`src/rtl/ucie_ctl_tx_mc_pkg.sv`:
```
// Shared link-state codes and controller state encoding for the UCIe
// multi-channel transmit path.
package ucie_ctl_pkg;

    localparam logic [3:0] STS_RESET   = 4'b0000;
    localparam logic [3:0] STS_ACTIVE  = 4'b0001;
    localparam logic [3:0] STS_RETRAIN = 4'b1011;

    typedef enum logic [1:0] {
        IDLE   = 2'd0,
        ACTIVE = 2'd1,
        DRAIN  = 2'd2
    } ctl_state_e;

endpackage

```
`src/rtl/ucie_ctl_tx_mc_if.sv`:
```
// FDI producer side and RDI transmit side of one die-to-die link, named from
// the controller's point of view (i_ = into the controller, o_ = out of it).
interface ucie_ctl_tx_mc_if #(
    parameter int NUM_CH = 2,
    parameter int DATA_W = 64,
    parameter int CH_W   = 1
);

    logic [3:0]               i_fdi_pl_state_sts;
    logic [NUM_CH-1:0]        i_fdi_lp_valid;
    logic [NUM_CH-1:0]        i_fdi_lp_irdy;
    logic [NUM_CH*DATA_W-1:0] i_fdi_lp_data;
    logic [NUM_CH-1:0]        o_fdi_pl_trdy;
    logic                     i_rdi_pl_trdy;
    logic                     o_rdi_lp_valid;
    logic                     o_rdi_lp_irdy;
    logic [DATA_W-1:0]        o_rdi_lp_data;
    logic [CH_W-1:0]          o_rdi_lp_ch;
    logic [NUM_CH-1:0]        o_tx_overf_err;
    logic                     o_tx_drained;

    modport slave (
        input  i_fdi_pl_state_sts, i_fdi_lp_valid, i_fdi_lp_irdy, i_fdi_lp_data,
        input  i_rdi_pl_trdy,
        output o_fdi_pl_trdy, o_rdi_lp_valid, o_rdi_lp_irdy, o_rdi_lp_data,
        output o_rdi_lp_ch, o_tx_overf_err, o_tx_drained
    );

    modport master (
        output i_fdi_pl_state_sts, i_fdi_lp_valid, i_fdi_lp_irdy, i_fdi_lp_data,
        output i_rdi_pl_trdy,
        input  o_fdi_pl_trdy, o_rdi_lp_valid, o_rdi_lp_irdy, o_rdi_lp_data,
        input  o_rdi_lp_ch, o_tx_overf_err, o_tx_drained
    );

endinterface

```
`src/rtl/ucie_ctl_tx_mc_sync_fifo.sv`:
```
// Per-channel first-word-fall-through FIFO with a synchronous flush; pointers
// carry one extra wrap bit so full and empty can be told apart.
module ucie_ctl_sync_fifo #(
    parameter int DATA_W = 64,
    parameter int ADDR_W = 3
) (
    input  logic              i_clk,
    input  logic              i_rst,
    input  logic              i_flush,
    input  logic              i_wr_en,
    input  logic [DATA_W-1:0] i_wr_data,
    input  logic              i_rd_en,
    output logic              o_full,
    output logic              o_empty,
    output logic [DATA_W-1:0] o_rd_data
);

    localparam int DEPTH = 1 << ADDR_W;

    logic [DATA_W-1:0] r_mem [DEPTH];
    logic [ADDR_W:0]   r_wr_ptr;
    logic [ADDR_W:0]   r_rd_ptr;
    logic              w_do_wr;
    logic              w_do_rd;

    assign w_do_wr   = i_wr_en & ~o_full;
    assign w_do_rd   = i_rd_en & ~o_empty;
    assign o_empty   = (r_wr_ptr == r_rd_ptr);
    assign o_full    = (r_wr_ptr[ADDR_W] != r_rd_ptr[ADDR_W]) &&
                       (r_wr_ptr[ADDR_W-1:0] == r_rd_ptr[ADDR_W-1:0]);
    assign o_rd_data = r_mem[r_rd_ptr[ADDR_W-1:0]];

    always_ff @(posedge i_clk or posedge i_rst) begin
        if (i_rst) begin
            r_wr_ptr <= '0;
            r_rd_ptr <= '0;
        end else if (i_flush) begin
            r_wr_ptr <= '0;
            r_rd_ptr <= '0;
        end else begin
            if (w_do_wr) r_wr_ptr <= r_wr_ptr + (ADDR_W+1)'(1);
            if (w_do_rd) r_rd_ptr <= r_rd_ptr + (ADDR_W+1)'(1);
        end
    end

    always_ff @(posedge i_clk) begin
        if (w_do_wr && !i_flush) r_mem[r_wr_ptr[ADDR_W-1:0]] <= i_wr_data;
    end

endmodule

```
`src/rtl/ucie_ctl_tx_mc.sv`:
```
// UCIe transmit path: NUM_CH FDI channels buffered per channel, merged
// round-robin onto one registered RDI port, gated by the FDI link state.
module ucie_ctl_tx_mc
    import ucie_ctl_pkg::*;
#(
    parameter int NUM_CH     = 2,
    parameter int DATA_W     = 64,
    parameter int FIFO_DEPTH = 8,
    parameter int ADDR_W     = $clog2(FIFO_DEPTH),
    parameter int CH_W       = (NUM_CH > 1) ? $clog2(NUM_CH) : 1
) (
    input  logic            i_clk,
    input  logic            i_rst,
    ucie_ctl_tx_mc_if.slave io_bus
);

    ctl_state_e        r_state;
    ctl_state_e        w_next_state;
    logic [NUM_CH-1:0] w_full;
    logic [NUM_CH-1:0] w_empty;
    logic [NUM_CH-1:0] w_push;
    logic [NUM_CH-1:0] w_trdy;
    logic [NUM_CH-1:0] w_wr_en;
    logic [NUM_CH-1:0] w_rd_en;
    logic [DATA_W-1:0] w_rd_data [NUM_CH];
    logic              w_flush;
    logic              w_found;
    logic              w_load;
    logic [CH_W-1:0]   w_grant;
    logic              r_valid;
    logic [DATA_W-1:0] r_data;
    logic [CH_W-1:0]   r_ch;
    logic [CH_W-1:0]   r_last_grant;
    logic [NUM_CH-1:0] r_overf;

    always_ff @(posedge i_clk or posedge i_rst) begin
        if (i_rst) r_state <= IDLE;
        else       r_state <= w_next_state;
    end

    always_comb begin
        w_next_state = r_state;
        unique case (r_state)
            IDLE:    if (io_bus.i_fdi_pl_state_sts == STS_ACTIVE) w_next_state = ACTIVE;
            ACTIVE:  if (io_bus.i_fdi_pl_state_sts == STS_RETRAIN) w_next_state = DRAIN;
                     else if (io_bus.i_fdi_pl_state_sts != STS_ACTIVE) w_next_state = IDLE;
            DRAIN:   if (io_bus.i_fdi_pl_state_sts == STS_ACTIVE) w_next_state = ACTIVE;
                     else if (io_bus.i_fdi_pl_state_sts != STS_RETRAIN) w_next_state = IDLE;
            default: w_next_state = IDLE;
        endcase
    end

    // Flushing on the next state lets a drop out of ACTIVE/DRAIN empty the
    // FIFOs and kill the RDI flit on the very edge that samples the new code.
    assign w_flush = (w_next_state == IDLE);
    assign w_push  = io_bus.i_fdi_lp_valid & io_bus.i_fdi_lp_irdy;
    assign w_trdy  = {NUM_CH{r_state == ACTIVE}} & ~w_full;
    assign w_wr_en = w_push & w_trdy;

    for (genvar c = 0; c < NUM_CH; c++) begin : g_ch
        ucie_ctl_sync_fifo #(
            .DATA_W (DATA_W),
            .ADDR_W (ADDR_W)
        ) u_fifo (
            .i_clk     (i_clk),
            .i_rst     (i_rst),
            .i_flush   (w_flush),
            .i_wr_en   (w_wr_en[c]),
            .i_wr_data (io_bus.i_fdi_lp_data[c*DATA_W +: DATA_W]),
            .i_rd_en   (w_rd_en[c]),
            .o_full    (w_full[c]),
            .o_empty   (w_empty[c]),
            .o_rd_data (w_rd_data[c])
        );
    end

    always_comb begin : p_arb
        logic [CH_W-1:0] w_idx;
        w_idx   = '0;
        w_grant = '0;
        w_found = 1'b0;
        for (int i = 1; i <= NUM_CH; i++) begin
            w_idx = CH_W'((int'(r_last_grant) + i) % NUM_CH);
            if (!w_found && !w_empty[w_idx]) begin
                w_found = 1'b1;
                w_grant = w_idx;
            end
        end
    end

    assign w_load = ((r_state == ACTIVE) || (r_state == DRAIN)) &&
                    (!r_valid || io_bus.i_rdi_pl_trdy) && w_found;

    always_comb begin
        w_rd_en = '0;
        if (w_load) w_rd_en[w_grant] = 1'b1;
    end

    always_ff @(posedge i_clk or posedge i_rst) begin
        if (i_rst) begin
            r_valid      <= 1'b0;
            r_data       <= '0;
            r_ch         <= '0;
            r_last_grant <= CH_W'(NUM_CH - 1);
        end else if (w_flush) begin
            r_valid <= 1'b0;
            r_data  <= '0;
            r_ch    <= '0;
        end else if (w_load) begin
            r_valid      <= 1'b1;
            r_data       <= w_rd_data[w_grant];
            r_ch         <= w_grant;
            r_last_grant <= w_grant;
        end else if (r_valid && io_bus.i_rdi_pl_trdy) begin
            r_valid <= 1'b0;
            r_data  <= '0;
            r_ch    <= '0;
        end
    end

    // Overflow flags are sticky until reset; leaving ACTIVE does not clear them.
    always_ff @(posedge i_clk or posedge i_rst) begin
        if (i_rst)                  r_overf <= '0;
        else if (r_state == ACTIVE) r_overf <= r_overf | (w_push & w_full);
    end

    assign io_bus.o_fdi_pl_trdy  = w_trdy;
    assign io_bus.o_rdi_lp_valid = r_valid;
    assign io_bus.o_rdi_lp_irdy  = r_valid;
    assign io_bus.o_rdi_lp_data  = r_data;
    assign io_bus.o_rdi_lp_ch    = r_ch;
    assign io_bus.o_tx_overf_err = r_overf;
    assign io_bus.o_tx_drained   = (r_state == DRAIN) && (&w_empty) && !r_valid;

endmodule

```
`src/flat_wrapper.sv`:
```
// flat-port wrapper written by rule: the top's interface ports become plain ports
module ucie_ctl_tx_mc_flat import ucie_ctl_pkg::*;
#(
    parameter int NUM_CH     = 2,
    parameter int DATA_W     = 64,
    parameter int FIFO_DEPTH = 8,
    parameter int ADDR_W     = $clog2(FIFO_DEPTH),
    parameter int CH_W       = (NUM_CH > 1) ? $clog2(NUM_CH) : 1
)
  (i_clk, i_rst, io_bus_i_fdi_pl_state_sts, io_bus_i_fdi_lp_valid, io_bus_i_fdi_lp_irdy, io_bus_i_fdi_lp_data, io_bus_i_rdi_pl_trdy, io_bus_o_fdi_pl_trdy, io_bus_o_rdi_lp_valid, io_bus_o_rdi_lp_irdy, io_bus_o_rdi_lp_data, io_bus_o_rdi_lp_ch, io_bus_o_tx_overf_err, io_bus_o_tx_drained);
  ucie_ctl_tx_mc_if #(.NUM_CH(NUM_CH), .DATA_W(DATA_W), .CH_W(CH_W)) io_bus_i ();
  input  logic i_clk;
  input  logic i_rst;
  input wire logic [$bits(io_bus_i.i_fdi_pl_state_sts)-1:0] io_bus_i_fdi_pl_state_sts;
  input wire logic [$bits(io_bus_i.i_fdi_lp_valid)-1:0] io_bus_i_fdi_lp_valid;
  input wire logic [$bits(io_bus_i.i_fdi_lp_irdy)-1:0] io_bus_i_fdi_lp_irdy;
  input wire logic [$bits(io_bus_i.i_fdi_lp_data)-1:0] io_bus_i_fdi_lp_data;
  input wire logic [$bits(io_bus_i.i_rdi_pl_trdy)-1:0] io_bus_i_rdi_pl_trdy;
  output wire logic [$bits(io_bus_i.o_fdi_pl_trdy)-1:0] io_bus_o_fdi_pl_trdy;
  output wire logic [$bits(io_bus_i.o_rdi_lp_valid)-1:0] io_bus_o_rdi_lp_valid;
  output wire logic [$bits(io_bus_i.o_rdi_lp_irdy)-1:0] io_bus_o_rdi_lp_irdy;
  output wire logic [$bits(io_bus_i.o_rdi_lp_data)-1:0] io_bus_o_rdi_lp_data;
  output wire logic [$bits(io_bus_i.o_rdi_lp_ch)-1:0] io_bus_o_rdi_lp_ch;
  output wire logic [$bits(io_bus_i.o_tx_overf_err)-1:0] io_bus_o_tx_overf_err;
  output wire logic [$bits(io_bus_i.o_tx_drained)-1:0] io_bus_o_tx_drained;
  assign io_bus_i.i_fdi_pl_state_sts = io_bus_i_fdi_pl_state_sts;
  assign io_bus_i.i_fdi_lp_valid = io_bus_i_fdi_lp_valid;
  assign io_bus_i.i_fdi_lp_irdy = io_bus_i_fdi_lp_irdy;
  assign io_bus_i.i_fdi_lp_data = io_bus_i_fdi_lp_data;
  assign io_bus_i.i_rdi_pl_trdy = io_bus_i_rdi_pl_trdy;
  assign io_bus_o_fdi_pl_trdy = io_bus_i.o_fdi_pl_trdy;
  assign io_bus_o_rdi_lp_valid = io_bus_i.o_rdi_lp_valid;
  assign io_bus_o_rdi_lp_irdy = io_bus_i.o_rdi_lp_irdy;
  assign io_bus_o_rdi_lp_data = io_bus_i.o_rdi_lp_data;
  assign io_bus_o_rdi_lp_ch = io_bus_i.o_rdi_lp_ch;
  assign io_bus_o_tx_overf_err = io_bus_i.o_tx_overf_err;
  assign io_bus_o_tx_drained = io_bus_i.o_tx_drained;
  ucie_ctl_tx_mc #(.NUM_CH(NUM_CH), .DATA_W(DATA_W), .FIFO_DEPTH(FIFO_DEPTH), .ADDR_W(ADDR_W), .CH_W(CH_W)) u_core (.i_clk(i_clk), .i_rst(i_rst), .io_bus(io_bus_i));
endmodule
```
`config.mk`:
```
export PLATFORM = sky130hd
export DESIGN_NAME = ucie_ctl_tx_mc_flat
export DESIGN_NICKNAME = d
export VERILOG_FILES = /design/src/rtl/ucie_ctl_tx_mc_pkg.sv /design/src/rtl/ucie_ctl_tx_mc_if.sv /design/src/rtl/ucie_ctl_tx_mc_sync_fifo.sv /design/src/rtl/ucie_ctl_tx_mc.sv /design/src/flat_wrapper.sv
export SDC_FILE = /design/constraint.sdc
export NUM_CORES = 1
export LEC_CHECK = 0
export CELL_PAD_IN_SITES_DETAIL_PLACEMENT = 1
export CELL_PAD_IN_SITES_GLOBAL_PLACEMENT = 1
export CORE_MARGIN = 2
export CORE_UTILIZATION = 50
export CTS_BUF_LIST = sky130_fd_sc_hd__clkbuf_4
export CTS_CLUSTER_DIAMETER = 50
export CTS_CLUSTER_SIZE = 12
export DETAILED_ROUTE_END_ITERATION = 6
export GPL_ROUTABILITY_DRIVEN = 0
export PLACE_DENSITY = 0.77
export REMOVE_ABC_BUFFERS = 1
export SETUP_SLACK_MARGIN = 0.5
export SLEW_MARGIN = 20
export SYNTH_ARGS = -nofsm -noshare
export SYNTH_HDL_FRONTEND = slang
export SYNTH_SLANG_ARGS = --single-unit
```
`constraint.sdc`:
```
create_clock -name i_clk -period 13.5 [get_ports i_clk]
set_input_delay 1.35 -clock i_clk [delete_from_list [all_inputs] [get_ports i_clk]]
set_output_delay 1.35 -clock i_clk [all_outputs]
set_load 0.1 [all_outputs]
```
==> metrics.cfg <==
[yosys]
synth_seq_cells=1111
synth_cell_types=56
synth_area_mm2=0.0426
synth_edf_count=1024
syn_inst=1874
yosysWarnings=0
synthFlopType=edfxtp_1
yosysTopAreaCellShare_pct=72.1
syn-mean-instance-area_um2=22.7
synthTopCellsByArea=edfxtp_1, mux4_2, dfrtp_1
ys_seq_area_share_pct=77.2
synth_area_leader_cell=edfxtp_1
async_reset_ff_share_pct=7.83

[sta]
fin_skew_ns=0.0493
timing.slew.headroom_pct=21.7
tightestPinTransition_ns=1.17
setup_ws_ns=8.07
period_minus_slack_ns=5.43
setup_viol=0
rsz0062_at_grt=no
hold_viol=0
post-route-period-util_pct=40.2
fmax_mhz=184
fin_tns_setup_ns=0
drv_slew=0

[detailed_routing]
viasPerCell=6.13
wl_per_cell_um=30.9
totalWireLength_um=104000
vias=20680
drt_iter0_drc=1870
dr.pass1.iters=7
ant_nets=0
drc=0

[worst_setup_path]
r2r_cells=6
worstPathCellList=xor2_2 -> nor4_4 -> and4b_1 -> clkdlybuf4s50_1
crit_path_top_delay_cell=clkdlybuf4s50_1
path_class=reg2out
crit_family=buffers and inverters
cp.arrival_ns=4.08
crit_buf_inv=1
regToRegSetupSlack_ns=8.97
end_kind=output port
startpoint_type=flip-flop
path_max_fanout=46
slowest_delay_ns=1.14
crit_required_ns=12.15
r2r_end=u_core.io_bus.o_rdi_lp_data[62]
regToRegStartpoint=u_core.g_ch[0].u_fifo.r_rd_ptr[0]

[layout]
drive_above_1_share_pct=24.3
final_nets=2275
layout.cells.non_filler=3374
final_util_pct=56.2
area_growth_pct=11.9
final_area_mm2=0.0477

[floorplan]
die_x_um=296
design.core.area_mm2=0.0849
start_util_pct=50.2
design.die.area_mm2=0.0876
pin_count=211
die_h_um=296
num_rows=107

[cts]
post_cts_buffers=0
clock_latency_ns=0.97
clk_path_buf_depth=3
root_buffer=clkbuf_4
cts_made_buffers=111
cts_htree_levels=3
cts_resized=0
cts_tree=done
hold_buffers=0
clk_pin_slew_ns=0.13
cts.sinks=1111

[placement]
io_buffers=210
dpl_cell_area_mm2=0.0460
dp_cells=3155
dp_hpwl_um=62200
post-place-ws_ns=8.06

[global_routing]
grt_remaining_overflow=0
grtUsageTotal_pct=24.1
antenna_found_initial=25
grt_pass1_vias=21860
grt_pass1_wl_um=151000
grt_max_degree=67

[job]
maxCapViolations=0

[run_status]
status=finished clean

[power_and_ir_drop]
cellPowerDensity_mw_per_mm2=123
ir_worst_vdd_mv=0.101
p_leak_uw=0.0145

[min_path]
min_path_type=reg2reg
worstHoldStart=u_core.io_bus.o_tx_overf_err[1]
hold_end=u_core.io_bus.o_tx_overf_err[1]
min_path_cells=1

-- routing by layer --
layer / vias up / global-route usage [%] / part of all wire [%]
met5: - / 0 / 0.20
met4: 34 / 5.85 / 1.9
met3: 188 / 5.55 / 8.2
met2: 863 / 38.9 / 49
met1: 11105 / 33.7 / 40
li1: 8490 / - / -
-- power by group --
group,internal (uW),switching (uW),total [uW]
logic,90.1,235,325
registers,3770,10.3,3780
clock network,658,1090,1750
total,4520,1330,5850
-- flip-flops by register name (all words and copies together) (netlist names) --
name                          cells
u_core.r_last_grant               1
u_core.io_bus.o_rdi_lp_irdy       1
u_core.g_ch.u_fifo.r_mem       1024
u_core.io_bus.o_rdi_lp_ch         1
u_core.io_bus.o_rdi_lp_data      64
u_core.io_bus.o_tx_overf_err      2
u_core.g_ch.u_fifo.r_rd_ptr       8
u_core.r_state                    2
u_core.g_ch.u_fifo.r_wr_ptr       8
-- kinds of logic (layout without fill, tap and decap cells) --
logic type	count (synthesis)	in the layout	share of synthesized area, %
other cells	0	10	0
mux	388	388	16.6
fa+ha+maj	8	8	0.235
xor+xnor	24	24	0.616
compound gates	145	145	2.62
simple gates	79	79	1.17
flops	1111	1111	77.2
buf+inv	119	465	1.48
-- final cells by class --
type | instances | area (um^2)
Fill cell | 7243 | 37200
Sequential cell | 1111 | 33000
Multi-Input combinational cell | 644 | 9200
Timing Repair Buffer | 253 | 2500
Tap cell | 1144 | 1430
Clock buffer | 176 | 1320
Clock inverter | 29 | 244
Inverter | 7 | 30.0
Antenna cell | 10 | 25.0
-- cell usage in the layout, fill, tap and decap left out, types with 5 or more instances in the layout --
cell	n
a22o_1	64
buf_4	37
clkbuf_4	176
clkdlybuf4s50_1	210
clkinv_1	9
clkinv_2	6
dfrtp_1	80
dfrtp_4	6
diode_2	10
edfxtp_1	1024
ha_1	8
mux2i_1	132
mux4_2	256
nand2_1	7
nand2b_1	6
nand3_1	6
nand4_1	5
nor2_1	18
nor4_2	7
nor4b_2	5
o22ai_1	65
xnor2_1	9
xor2_1	8
-- synthesized netlist by cell type, types with 4 or more instances --
| cell type | n |
|---|---|
| buf_1 | 6 |
| dfrtp_1 | 86 |
| nor4b_1 | 5 |
| a22o_1 | 64 |
| nor4_1 | 8 |
| buf_6 | 14 |
| xor2_2 | 4 |
| mux2i_1 | 132 |
| edfxtp_1 | 1024 |
| nor2_1 | 19 |
| mux4_2 | 256 |
| buf_4 | 5 |
| o22ai_1 | 65 |
| xnor2_1 | 9 |
| ha_1 | 8 |
| nand2_1 | 7 |
| inv_1 | 5 |
| xor2_1 | 8 |
| nand3_1 | 6 |
| nand4_1 | 5 |
| nand2b_1 | 6 |
| clkbuf_1 | 40 |
| buf_2 | 47 |
-- worst max-delay path by stage --
stage | to | slack, ns | depth (start not counted) | start
final | io_bus_o_tx_drained | 8.07 | 4 | u_core.g_ch[0].u_fifo.r_rd_ptr[0]
after global routing | io_bus_o_tx_drained | 7.82 | 4 | u_core.g_ch[0].u_fifo.r_rd_ptr[0]
after CTS | io_bus_o_tx_drained | 7.92 | 4 | u_core.g_ch[0].u_fifo.r_rd_ptr[0]
after detailed placement | u_core.g_ch[0].u_fifo.r_mem[6][26] | 8.06 | 9 | io_bus_i_fdi_pl_state_sts[3]
after global placement | u_core.g_ch[0].u_fifo.r_mem[6][12] | 8.16 | 9 | io_bus_i_fdi_pl_state_sts[3]
after floorplan | u_core.g_ch[1].u_fifo.r_mem[2][0] | 0.49 | 4 | u_core.g_ch[1].u_fifo.r_rd_ptr[0]
-- stage by stage --
stage	total power [uW]	hold WS (ns)
after floorplan	4000	0.458
after global routing	6030	0.522
after global placement	4170	0.460
final	5850	0.497
after detailed placement	4190	0.466
after CTS	5890	0.499
No activity file was read; power rests on OpenSTA's default activity.
